===== config.mk =====
export PLATFORM = sky130hd
export DESIGN_NAME = reg_mem_2r1w
export DESIGN_NICKNAME = d
export VERILOG_FILES = /design/src/rtl/reg_mem_2r1w.sv
export SDC_FILE = /design/constraint.sdc
export NUM_CORES = 1
export LEC_CHECK = 0
export CAP_MARGIN = 20
export CORE_ASPECT_RATIO = 1.4
export CORE_MARGIN = 4
export CORE_UTILIZATION = 57
export DETAILED_ROUTE_END_ITERATION = 10
export PLACE_DENSITY = 0.85
export SYNTH_ARGS = -nofsm -noshare
export SYNTH_HDL_FRONTEND = slang
export SYNTH_SLANG_ARGS = --single-unit

===== constraint.sdc =====
create_clock -name clk -period 2.8 [get_ports clk]
set_clock_uncertainty 0.1 [all_clocks]
set_input_delay 0.56 -clock clk [delete_from_list [all_inputs] [get_ports clk]]
set_output_delay 0.56 -clock clk [all_outputs]
set_load 0.01 [all_outputs]

===== src/rtl/reg_mem_2r1w.sv =====
// rtl/reg_mem_2r1w.sv - two-read one-write register memory with clear sweep
//
// Register file of DEPTH = 2**ADDR_W entries, DATA_W bits each, with one
// write port and two independent registered read ports.  A CLEAR state
// zeroes the array one entry per cycle. Reset enters CLEAR. A clr_req
// seen while READY also enters CLEAR.
//
// Ports:
//   clk        rising-edge clock for all state
//   rst        synchronous active-high reset
//   clr_req    request a full clear sweep (honoured only in READY)
//   WR_en      write request
//   WR_addr    write address
//   WR_data    write data
//   RD_en1/2   read request, port 1 / port 2
//   RD_addr1/2 read address, port 1 / port 2
//   RD_out1/2  registered read data (holds when no read is issued)
//   RD_valid1/2 read data valid, one cycle after an accepted read
//   wr_success one-cycle pulse after each accepted write
//   ready      high in READY, when reads and writes are accepted

module reg_mem_2r1w #(
   parameter int          DATA_W   = 8,
   parameter int          ADDR_W   = 3,
   parameter int unsigned ZERO_REG = 0
) (
   input  logic              clk,
   input  logic              rst,
   input  logic              clr_req,
   input  logic              WR_en,
   input  logic [ADDR_W-1:0] WR_addr,
   input  logic [DATA_W-1:0] WR_data,
   input  logic              RD_en1,
   input  logic [ADDR_W-1:0] RD_addr1,
   input  logic              RD_en2,
   input  logic [ADDR_W-1:0] RD_addr2,
   output logic [DATA_W-1:0] RD_out1,
   output logic [DATA_W-1:0] RD_out2,
   output logic              RD_valid1,
   output logic              RD_valid2,
   output logic              wr_success,
   output logic              ready
);

   localparam int DEPTH = 1 << ADDR_W;
   localparam logic [ADDR_W-1:0] PTR_LAST = {ADDR_W{1'b1}};

   typedef enum logic {
      ST_CLEAR = 1'b0,
      ST_READY = 1'b1
   } state_t;

   state_t            state_q;
   state_t            state_d;
   logic [ADDR_W-1:0] clr_ptr_q;
   logic [ADDR_W-1:0] clr_ptr_d;

   logic [DATA_W-1:0] mem [DEPTH];

   logic              sweep_we;
   logic              wr_zero_blocked;
   logic              wr_accept;
   logic              rd_fire1;
   logic              rd_fire2;
   logic [DATA_W-1:0] rd_data1;
   logic [DATA_W-1:0] rd_data2;

   // ------------------------------------------------------------------
   // Control FSM
   // ------------------------------------------------------------------
   always_ff @(posedge clk) begin
      if (rst) begin
         state_q   <= ST_CLEAR;
         clr_ptr_q <= '0;
      end else begin
         state_q   <= state_d;
         clr_ptr_q <= clr_ptr_d;
      end
   end

   // clr_req is only looked at in READY, so a request arriving mid-sweep
   // never restarts the sweep.
   always_comb begin
      state_d   = state_q;
      clr_ptr_d = clr_ptr_q;
      case (state_q)
         ST_CLEAR: begin
            if (clr_ptr_q == PTR_LAST) begin
               state_d   = ST_READY;
               clr_ptr_d = '0;
            end else begin
               clr_ptr_d = clr_ptr_q + ADDR_W'(1);
            end
         end
         ST_READY: begin
            if (clr_req) begin
               state_d   = ST_CLEAR;
               clr_ptr_d = '0;
            end
         end
         default: begin
            state_d   = ST_CLEAR;
            clr_ptr_d = '0;
         end
      endcase
   end

   assign ready = (state_q == ST_READY);

   // ------------------------------------------------------------------
   // Write path
   // ------------------------------------------------------------------
   assign wr_zero_blocked = (ZERO_REG != 0) && (WR_addr == '0);

   // rst in the same cycle drops the write; clr_req wins over WR_en.
   assign wr_accept = ready && WR_en && !clr_req && !wr_zero_blocked && !rst;

   assign sweep_we  = (state_q == ST_CLEAR) && !rst;

   // The array has no reset term: its contents come only from the sweep
   // and from accepted writes. Sweep and write are mutually exclusive
   // because a write needs READY.
   always_ff @(posedge clk) begin
      if (sweep_we) begin
         mem[clr_ptr_q] <= '0;
      end else if (wr_accept) begin
         mem[WR_addr] <= WR_data;
      end
   end

   // ------------------------------------------------------------------
   // Read path
   // ------------------------------------------------------------------
   // A read colliding with an accepted write to the same address returns
   // the new data. The hardwired-zero register overrides both sources.
   always_comb begin
      rd_data1 = mem[RD_addr1];
      if (wr_accept && (WR_addr == RD_addr1)) begin
         rd_data1 = WR_data;
      end
      if ((ZERO_REG != 0) && (RD_addr1 == '0)) begin
         rd_data1 = '0;
      end
   end

   always_comb begin
      rd_data2 = mem[RD_addr2];
      if (wr_accept && (WR_addr == RD_addr2)) begin
         rd_data2 = WR_data;
      end
      if ((ZERO_REG != 0) && (RD_addr2 == '0)) begin
         rd_data2 = '0;
      end
   end

   assign rd_fire1 = ready && RD_en1 && !rst;
   assign rd_fire2 = ready && RD_en2 && !rst;

   // RD_outN only loads on an accepted read, so entering CLEAR leaves the
   // last read data visible.
   always_ff @(posedge clk) begin
      if (rst) begin
         wr_success <= 1'b0;
         RD_valid1  <= 1'b0;
         RD_valid2  <= 1'b0;
         RD_out1    <= '0;
         RD_out2    <= '0;
      end else begin
         wr_success <= wr_accept;
         RD_valid1  <= rd_fire1;
         RD_valid2  <= rd_fire2;
         if (rd_fire1) begin
            RD_out1 <= rd_data1;
         end
         if (rd_fire2) begin
            RD_out2 <= rd_data2;
         end
      end
   end

endmodule


### Word level (Yosys, flattened, before mapping)

Memories as Yosys holds them, arrays and structs flattened. A register that Yosys moved wholly into a read port is not among the register bits.
Index checks and enable logic that the tools add are counted.

* add/subtract/negate cells: 1
* equality and inequality tests: 2
* multiplexer cells: 14
* bitwise operators: 1
* reduce and logical (&&, ||, !) cells: 11

Operators with widths (number)
* 2-to-1 mux 3 bit: 3
* logical AND 1 bit: 8
* 2-to-1 mux 1 bit: 8
* 2-to-1 mux 8 bit: 1
* OR reduction 8 bit: 1
* one-hot mux 3 bit (2 select lines): 1
* adder 3 x 1 -> 3 bit, second input constant: 1
* == test 3 bit, second input constant: 1
* logical NOT 1 bit: 2
* inequality test 2 bit, second input constant: 1
* one-hot mux 1 bit (2 select lines): 1
* inverter 1 bit: 1

* bits in registers: 7
* memory bits (writable): 64
* output and inout port bits: 20
* word-level logic and storage cells: 35
* memories kept: 1

Memory list
* mem: words 8, bits a word 8, rd ports 2, clocked after Yosys merged registers in 2, wr ports 1, line 58 `logic [DATA_W-1:0] mem [DEPTH];`

### Logic depth before layout (Yosys ltp)

Gate-level depths: netlist of the first run.

* depth in word-level cells: 8
* depth in mapped cells: 8
* gate-level depth less buffers: 5

### Worst setup path after synthesis of the first run

Ideal clock, no wire load.

* path type: input -> register
* start: input rst
* end: memory mem[6][0], enable pin
* library setup time: 0.373 ns
* data arrival time: 1.838 ns
* required time: 2.327 ns
* slack: 0.489 ns
* stages: 6
* path through: and4bb_4 > buf_4 > buf_2 > nand3_1 > o21ai_0 > nor2b_1

* cells in the longest elaborated chain, start to end: 7
* elaborated cells on any way between the ends: 11
* classes of those cells: mux (7); reduce/logical (4)

Ends and longest elaborated chain
* start, declared: line 28 `input logic rst,`
* logical NOT 1 bit *: line 116, 118
* logical AND 1 bit: line 116 `assign wr_accept = ready && WR_en && !clr_req && !wr_zero_blocked && !rst;`
* 2-to-1 mux 1 bit: line 126 `end else if (wr_accept) begin`
* 2-to-1 mux 1 bit: line 124 `if (sweep_we) begin`
* 2-to-1 mux 1 bit (not written as such): line 127 `mem[WR_addr] <= WR_data;`
* OR reduction 8 bit (no source line)
* 2-to-1 mux 3 bit (no source line) / 2-to-1 mux 1 bit (equally long branches)
* end, declared: line 58

Mark *: on every way between the ends. The rest lies on a longest branch, timed or not.

==> reports/metrics.cfg, run 1 <==
[clocking]
path_clk_slew_ns = 0.10
clk_latency_ns = 0.36
ctsResizeCount = 0
cts_setup_buffers = 0
cts_buffers = 9
cts_tree = done
holdBufCountCts = 0
ctsLongestPathBuffers = 2
htreeDepth = 3
clockRootBuffer = clkbuf_8
clock_sinks = 87

[critical_path]
r2r_cells = 6
start_kind = input port
cp.arrival_ns = 2.59
required_ns = 2.97
r2r_start = ready
critical_path_class = in -> reg
crit_path_end = RD_out2[0]
critPathMaxFanout = 18
cp-startpoint = RD_addr2[0]
cp-end-kind = flop
reg2reg_to = RD_out2[0]
rrSetupSlack_ns = 0.62

[route]
drtAntennaViolNets = 0
post_drt_wl_per_cell_um = 21.21
drc_errors = 0
dr.pass1.iters = 4
drt-total-wl_mm = 9.610
vias = 2783
drt-initial-drc-count = 291
via_per_inst = 6.143

[die]
start_util = 0.5809
core.rowCount = 37
die_w_um = 80.97
die_y_um = 110.2
die-area_sq_um = 8920
io_pins = 43
core_area_sq_um = 7315

[logic_synthesis]
synth-compound-area-share = 0.08481
synthTopCellsByArea = edfxtp_1, mux4_2, dfxtp_1
syn_nets = 319
yosys.area.top_type = edfxtp_1
yosysUniqueCellTypes = 41
synth.area.mux_share = 0.2153
yosys_warnings = 0
synthFlopType = edfxtp_1
postSynthCellCount = 294
synthAdderAreaFrac = 0.005889
synth-edff-count = 64
synthSimpleGateAreaFrac = 0.07656
synth_top_family_by_area = multiplexers
synthArstFlopShare = 0
synth_xor_area_frac = 0.02238
synth-seq-cells = 87
synth_top_cell_area_share = 0.4523
ys_seq_area_frac = 0.5607
syn_avg_cell_area_sq_um = 14.45
syn-cell-area_sq_um = 4249

[hold_path]
hold_depth = 2
hold_class = reg -> reg

[power]
netSwitchingFraction = 0.2510
p_comb_frac = 0.122
p_per_area_nw_per_um2 = 508.5
internal-power_mw = 1.947
pwr-share-clk = 0.333
max-vdd-ir-drop_mv = 0.3688
pwr-share-seq = 0.545
power.leakage_nw = 1.883
total_power_mw = 2.599
p_switching_mw = 0.6524

[timing]
drv_slew = 0
rsz0062_at_grt = no
post-route-period-util = 0.8638
worst-slew-pin-transition_ns = 0.8356
slew_headroom = 0.4409
min_period_ns = 2.419
fmax_ghz = 0.4135
setup_viol = 0
finalHoldViolCount = 0
tns_ns = 0

[layout]
final_cell_mix = edfxtp_1, clkdlybuf4s50_1, mux4_2, dfxtp_1
antennaDiodeCount = 0
final_util = 0.6989
final_cells = 453
drive_gt1_frac = 0.2163
area_growth_pct = 20.32
final_nets = 376
mostFrequentLayoutCell = edfxtp_1

[global_routing]
first_global_vias = 2798
grt_pass1_wl_mm = 14.84
grt_usage = 0.2325
antenna_found_initial = 0
grt_overflow_total = 0
grt_max_degree = 20

[placed_design]
portBuffers = 42
place_congestion = 0.8395
dpl.cell_count = 437
hpwlAfterDp_mm = 6.647

[status]
status = complete, no violations

[run]
maxCapViolCount = 0

## stage by stage
stage | hold WS, ns | cell area, sq um | worst slack [ns]
after detailed placement | 0.3407 | 4916 | 0.01958
after floorplan | 0.3774 | 4249 | 0.4890
after global placement | 0.3371 | 4916 | 0.07966
after CTS | 0.3574 | 5112 | 0.4141
final | 0.3559 | 5112 | 0.3814
after global routing | 0.3832 | 5112 | 0.2946
## how the worst min path moves through the flow
stage                          start    endpoint
after floorplan           RD_out1[4]  RD_out1[4]
after global placement    RD_out1[6]  RD_out1[6]
after CTS                 RD_out1[4]  RD_out1[4]
after global routing      RD_out1[4]  RD_out1[4]
after detailed placement  RD_out1[4]  RD_out1[4]
final                     RD_out1[4]  RD_out1[4]
## cell families after synthesis
family,after synthesis
flip-flops,87
AND/OR/NAND/NOR,64
multiplexers,50
AO/OA/AOI/OAI,49
buffers and inverters,32
XOR/XNOR,10
adder cells (fa/ha/maj),2
## registers in the layout, indices dropped and copies added (netlist names)
| signal | count |
|---|---|
| RD_out1 | 8 |
| wr_success | 1 |
| ready | 1 |
| mem | 64 |
| RD_valid2 | 1 |
| clr_ptr_q | 3 |
| RD_out2 | 8 |
| RD_valid1 | 1 |
## power by group through the flow
stage | sequential (mW) | clock (mW) | combinational, mW
finish | 1.42 | 0.866 | 0.317
global route | 1.42 | 0.943 | 0.340
CTS | 1.42 | 0.880 | 0.317
detailed placement | 1.45 | 0 | 0.315
global placement | 1.44 | 0 | 0.307
floorplan | 1.44 | 0 | 0.207
## routing by layer
| metal | vias to the layer above | routed length [um] | global-route usage |
|---|---|---|---|
| li1 | 1277 | - | - |
| met1 | 1389 | 3611 | 0.2840 |
| met2 | 98 | 5150 | 0.4001 |
| met3 | 19 | 616 | 0.05122 |
| met4 | 0 | 231 | 0.09058 |
| met5 | - | 0 | 0 |
## cells in the mapped netlist, drive strengths merged (4+ instances only)
| library cell | n |
|---|---|
| edfxtp | 64 |
| mux4 | 32 |
| dfxtp | 23 |
| nand2 | 19 |
| mux2i | 17 |
| buf | 15 |
| inv | 13 |
| nor2 | 10 |
| nor3 | 9 |
| a211oi | 8 |
| a211o | 7 |
| nor4 | 7 |
| o21a | 7 |
| o31ai | 7 |
| a21oi | 6 |
| xor2 | 6 |
| a31oi | 4 |
| clkbuf | 4 |
| nand2b | 4 |
| nand3 | 4 |
| o21ai | 4 |
| xnor2 | 4 |
## layout make-up
| cell class | count | area, sq um |
|---|---|---|
| Sequential cell | 87 | 2382 |
| Fill cell | 470 | 2202 |
| Multi-Input combinational cell | 175 | 1720 |
| Timing Repair Buffer | 65 | 643.1 |
| Clock buffer | 10 | 148.9 |
| Tap cell | 97 | 121.4 |
| Inverter | 13 | 48.80 |
| Clock inverter | 6 | 47.55 |
## worst max-delay path, stage by stage
cell and delay [ns]:
clkdlybuf4s50_1 0.51, buf_12 0.20, xor2_1 0.12, o41ai_2 0.66
a211oi_1 0.20, a211o_1 0.31
Power figures use the tool's default switching activity.
==> run 2, diff against run 1 <==
- SETUP_SLACK_MARGIN: default -> 0.4
- TNS_END_PERCENT: default -> 20
==> reports/metrics.cfg, run 2 (synthesis gave the netlist of run 1 again) <==
[placed_design]
pre_cts_slack_ns = 0.01958  ; unchanged
placed_area_sq_um = 4916  ; unchanged
hpwlAfterDp_mm = 6.647  ; unchanged
place_congestion = 0.8395  ; unchanged
portBuffers = 42  ; unchanged

[critical_path]
cp.arrival_ns = 2.24  ; was 2.59 ns
required_ns = 2.69  ; was 2.97 ns
cp-end-kind = flop  ; unchanged
critPathMaxFanout = 13  ; was 18
critical_path_class = in -> reg  ; unchanged
start_kind = input port  ; unchanged
r2r_cells = 6  ; unchanged

[global_routing]
grt_pass1_wl_mm = 14.84  ; unchanged
grt_overflow_total = 0  ; unchanged
grt_usage = 0.2325  ; unchanged
antenna_found_initial = 0  ; unchanged
grt_max_degree = 20  ; unchanged
first_global_vias = 2798  ; unchanged

[layout]
reg.largest.list = mem (64), RD_out1 (8), RD_out2 (8)  ; unchanged
mostFrequentLayoutCell = edfxtp_1  ; unchanged
top_register = mem  ; unchanged
antennaDiodeCount = 0  ; unchanged
final_nets = 376  ; unchanged
final_cell_mix = edfxtp_1, clkdlybuf4s50_1, mux4_2, dfxtp_1  ; unchanged
drive_gt1_frac = 0.2163  ; unchanged
finalInstanceArea_sq_um = 5124  ; was 5112 sq um
largest_register_ffs = 64  ; unchanged
area_growth_pct = 20.58  ; was 20.32%
final_util = 0.7005  ; was 0.6989

[die]
die_y_um = 110.2  ; unchanged
die_w_um = 80.97  ; unchanged
core.rowCount = 37  ; unchanged
start_util = 0.5809  ; unchanged
die-area_sq_um = 8920  ; unchanged
io_pins = 43  ; unchanged
core_area_sq_um = 7315  ; unchanged

[clocking]
clock_sinks = 87  ; unchanged
cts_setup_buffers = 0  ; unchanged
cts_tree = done  ; unchanged
holdBufCountCts = 0  ; unchanged
clk_latency_ns = 0.36  ; about the same
cts_buffers = 9  ; unchanged
clockRootBuffer = clkbuf_8  ; unchanged
htreeDepth = 3  ; unchanged
ctsResizeCount = 0  ; unchanged
ctsLongestPathBuffers = 2  ; unchanged
path_clk_slew_ns = 0.09  ; was 0.10 ns

[timing]
fmax_ghz = 0.4252  ; was 0.4135 GHz
worst-slew-pin-transition_ns = 0.8392  ; was 0.8356 ns
drv_slew = 0  ; unchanged
min_period_ns = 2.352  ; was 2.419 ns
rsz0062_at_grt = yes  ; was no
setup_viol = 0  ; unchanged
slew_headroom = 0.4384  ; was 0.4409
post-route-period-util = 0.8400  ; was 0.8638
worst_slack_ns = 0.4479  ; was 0.3814 ns
finalHoldViolCount = 0  ; unchanged
tns_ns = 0  ; unchanged

[route]
drt-total-wl_mm = 9.706  ; was 9.610 mm
drt-initial-drc-count = 275  ; was 291
drtAntennaViolNets = 0  ; unchanged
drc_errors = 0  ; unchanged
vias = 2823  ; was 2783
via_per_inst = 6.232  ; was 6.143
post_drt_wl_per_cell_um = 21.43  ; was 21.21 um
dr.pass1.iters = 4  ; unchanged

[status]
status = complete, no violations  ; unchanged

[hold_path]
hold_class = reg -> reg  ; unchanged
hold_depth = 2  ; unchanged

[power]
power.leakage_nw = 1.883  ; about the same
p_per_area_nw_per_um2 = 507.6  ; was 508.5 nW/um^2
max-vdd-ir-drop_mv = 0.3687  ; was 0.3688 mV

[run]
maxCapViolCount = 0  ; unchanged

-- run 2: cell counts in the layout (fill, tap and decap cells not counted) --
Identical to the previous run, type by type.
-- run 2: power by group --
part | switching [mW] | internal (mW)
clock network | 0.476 | 0.388
logic | 0.157 | 0.163
registers | 0.0201 | 1.40
-- run 2: final timing paths --
check	start	to	slack, ns
worst max-delay path	rst	mem[1][3]	0.45
worst min register to register	RD_out1[4]	RD_out1[4]	0.36
worst max register to register	ready	RD_out2[0]	0.64
worst min-delay path	RD_out1[4]	RD_out1[4]	0.36
-- run 2: stage by stage --
stage / power (mW) / hold WS, ns / cells
floorplan: 1.642 / 0.3774 / 294
global placement: 1.750 / 0.3371 / 437
detailed placement: 1.761 / 0.3407 / 437
CTS: 2.614 / 0.3574 / 453
global route: 2.706 / 0.3832 / 453
finish: 2.601 / 0.3559 / 453
-- run 2: critical path, stage by stage --
cell and delay [ns]:
clkdlybuf4s50_1 0.48, and4bb_4 0.29, nor3_1 0.17, a31oi_1 0.08
nor2_1 0.65
-- run 2: layer usage --
metal / vias to the layer above / wire (um) / track usage
li1: 1272 / - / -
met1: 1419 / 3707 / 0.2840
met2: 110 / 5181 / 0.4001
met5: - / 0 / 0
met4: 0 / 241 / 0.09058
met3: 22 / 575 / 0.05122
-- run 2: final cells by class --
cell class | instances | area [sq um]
Sequential cell | 87 | 2382
Multi-Input combinational cell | 175 | 1732
Inverter | 13 | 48.80
Clock inverter | 6 | 47.55
Tap cell | 97 | 121.4
Clock buffer | 10 | 148.9
Timing Repair Buffer | 65 | 643.1
Fill cell | 468 | 2191
==> run 3, diff against run 2 <==
- CORE_UTILIZATION: 57 -> 51
- PLACE_DENSITY: 0.85 -> 0.81
- clock period: 2.8 -> 2.1 ns (I/O delays scaled with it)
==> reports/metrics.cfg, run 3 (synthesis gave the netlist of run 1 again) <==
[status]
status = complete, no violations  ; unchanged

[critical_path]
cp-startpoint = WR_addr[1]  ; was rst
cpLargestDelayFamily = buffers and inverters  ; was simple AND/OR/NAND/NOR gates
r2r_cells = 7  ; was 6
start_kind = input port  ; unchanged
r2r_start = ready  ; unchanged
rrSetupSlack_ns = 0.08  ; was 0.64 ns
required_ns = 2.23  ; was 2.69 ns
max_stage_delay_ns = 0.45  ; was 0.65 ns
cp.arrival_ns = 2.15  ; was 2.24 ns
crit_path_end = RD_out2[4]  ; was mem[1][3]
cp_cell_sequence = clkdlybuf4s50_1 -> buf_4 -> xnor2_1 -> nand3_1 -> buf_4 -> o41ai_4 -> a211oi_1 -> a211o_1  ; was clkdlybuf4s50_1 -> and4bb_4 -> nor3_1 -> a31oi_1 -> nor2_1
critical_path_buf_inv_count = 3  ; was 1
cp_common_cell = buf_4
cp-end-kind = flop  ; unchanged
crit_slowest_cell = clkdlybuf4s50_1  ; was nor2_1
critPathMaxFanout = 8  ; was 13
critical_path_class = in -> reg  ; unchanged
reg2reg_to = RD_out1[3]  ; was RD_out2[0]
cp.depth = 8  ; was 5

[layout]
area_growth_pct = 37.10  ; was 20.58%
final_cell_mix = edfxtp_1, clkdlybuf4s50_1, mux4_2, buf_4, dfxtp_1  ; was edfxtp_1, clkdlybuf4s50_1, mux4_2, dfxtp_1
final_cells = 491  ; was 453
top_register = mem  ; unchanged
final_nets = 409  ; was 376
drive_gt1_frac = 0.3573  ; was 0.2163
final_util = 0.7149  ; was 0.7005
mostFrequentLayoutCell = edfxtp_1  ; unchanged
reg.largest.list = mem (64), RD_out1 (8), RD_out2 (8)  ; unchanged
antennaDiodeCount = 0  ; unchanged
largest_register_ffs = 64  ; unchanged

[global_routing]
first_global_vias = 3203  ; was 2798
grt_max_degree = 18  ; was 20
grt_pass1_wl_mm = 17.57  ; was 14.84 mm
antenna_found_initial = 0  ; unchanged
grt_overflow_total = 0  ; unchanged
grt_usage = 0.2414  ; was 0.2325

[route]
drtAntennaViolNets = 0  ; unchanged
vias = 3100  ; was 2823
drt-total-wl_mm = 12.07  ; was 9.706 mm
via_per_inst = 6.314  ; was 6.232
dr.max_layer_used = met4  ; unchanged
drt-initial-drc-count = 377  ; was 275
post_drt_wl_per_cell_um = 24.58  ; was 21.43 um
wl_met1_mm = 4.094  ; was 3.707 mm
dr_wl_met3_um = 751  ; was 575 um
dr.pass1.iters = 5  ; was 4
wl_met2_mm = 6.520  ; was 5.181 mm
drc_errors = 0  ; unchanged

[timing]
hold_ws_ns = 0.3568  ; was 0.3559 ns
fmax_ghz = 0.4944
drv_slew = 0  ; unchanged
worst-slew-pin-transition_ns = 0.7556  ; was 0.8392 ns
post-route-period-util = 0.9632
tns_ns = 0  ; unchanged
slew_headroom = 0.4963  ; was 0.4384
rsz0062_at_grt = yes  ; unchanged
min_period_ns = 2.023
finalHoldViolCount = 0  ; unchanged
setup_viol = 0  ; unchanged

[clocking]
holdBufCountCts = 0  ; unchanged
path_clk_slew_ns = 0.06  ; was 0.09 ns
clockRootBuffer = clkbuf_16  ; was clkbuf_8
clock_sinks = 87  ; unchanged
cts_tree = done  ; unchanged
htreeDepth = 3  ; unchanged
ctsLongestPathBuffers = 2  ; unchanged
cts_buffers = 9  ; unchanged
clk_latency_ns = 0.35  ; was 0.36 ns

[power]
power.leakage_nw = 2.201  ; was 1.883 nW
max-vdd-ir-drop_mv = 0.6624  ; was 0.3687 mV
p_per_area_nw_per_um2 = 682.2  ; was 507.6 nW/um^2

[run]
maxCapViolCount = 0  ; unchanged

[die]
start_util = 0.5214  ; was 0.5809
die_y_um = 116  ; was 110.2 um
core.rowCount = 39  ; was 37
core_area_sq_um = 8149  ; was 7315 sq um
die_w_um = 85.15  ; was 80.97 um
die-area_sq_um = 9877  ; was 8920 sq um
io_pins = 43  ; unchanged

[placed_design]
place_congestion = 0.8168  ; was 0.8395
portBuffers = 42  ; unchanged
hpwlAfterDp_mm = 7.325  ; was 6.647 mm
dpl.cell_count = 457  ; was 437

[hold_path]
hold_class = reg -> reg  ; unchanged

## run 3: area by class of cell
cell class,count,area (sq um)
fillers,443,2323
repair buffers,98,1102
flip-flops and latches,87,2389
clock inverters,7,65.06
inverters,13,48.80
multi-input cells,175,1868
well taps,102,127.6
clock buffers,9,225.2
## run 3: timing repair
action | 4_1_cts | 5_1_grt
resized for setup | 32 | 22
setup endpoints to repair | 115 | 108
pin swaps | 16 | 12
buffers inserted | 8 | 8
cloned | 2 | 0
## run 3: per-stage QoR
step / power, mW / worst slack (ns) / area [sq um]
floorplan: 2.200 / 0.1182 / 4299
global placement: 2.377 / -0.4203 / 5199
detailed placement: 2.397 / -0.5150 / 5199
CTS: 3.948 / 0.2004 / 5702
global route: 4.113 / 0.02374 / 5826
finish: 3.974 / 0.07736 / 5826
## run 3: metal layers
metal,GRT usage,up-vias
li1,-,1344
met4,0.1341,0
met3,0.04410,54
met1,0.2638,1528
met5,0,-
met2,0.4383,174
## run 3: worst min-delay path, stage by stage, from the launching register on
cell and delay, ns:
dfxtp_1 0.31, nand2_1 0.05, o31ai_1 0.05
## run 3: worst min-delay path by stage
stage | endpoint | from | slack (ns) | cells past startpoint
after global placement | RD_out1[4] | RD_out1[4] | 0.34 | 2
after global routing | clr_ptr_q[1] | rst | 0.36 | 3
after CTS | RD_out1[7] | RD_out1[7] | 0.36 | 2
after floorplan | RD_out1[4] | RD_out1[4] | 0.38 | 2
final | RD_out1[7] | RD_out1[7] | 0.36 | 2
after detailed placement | RD_out1[2] | RD_out1[2] | 0.35 | 2
## run 3: power breakdown
| part | switching (mW) | internal (mW) |
|---|---|---|
| Combinational | 0.272 | 0.291 |
| Clock | 0.696 | 0.825 |
| Sequential | 0.0263 | 1.86 |
| Total | 0.994 | 2.98 |
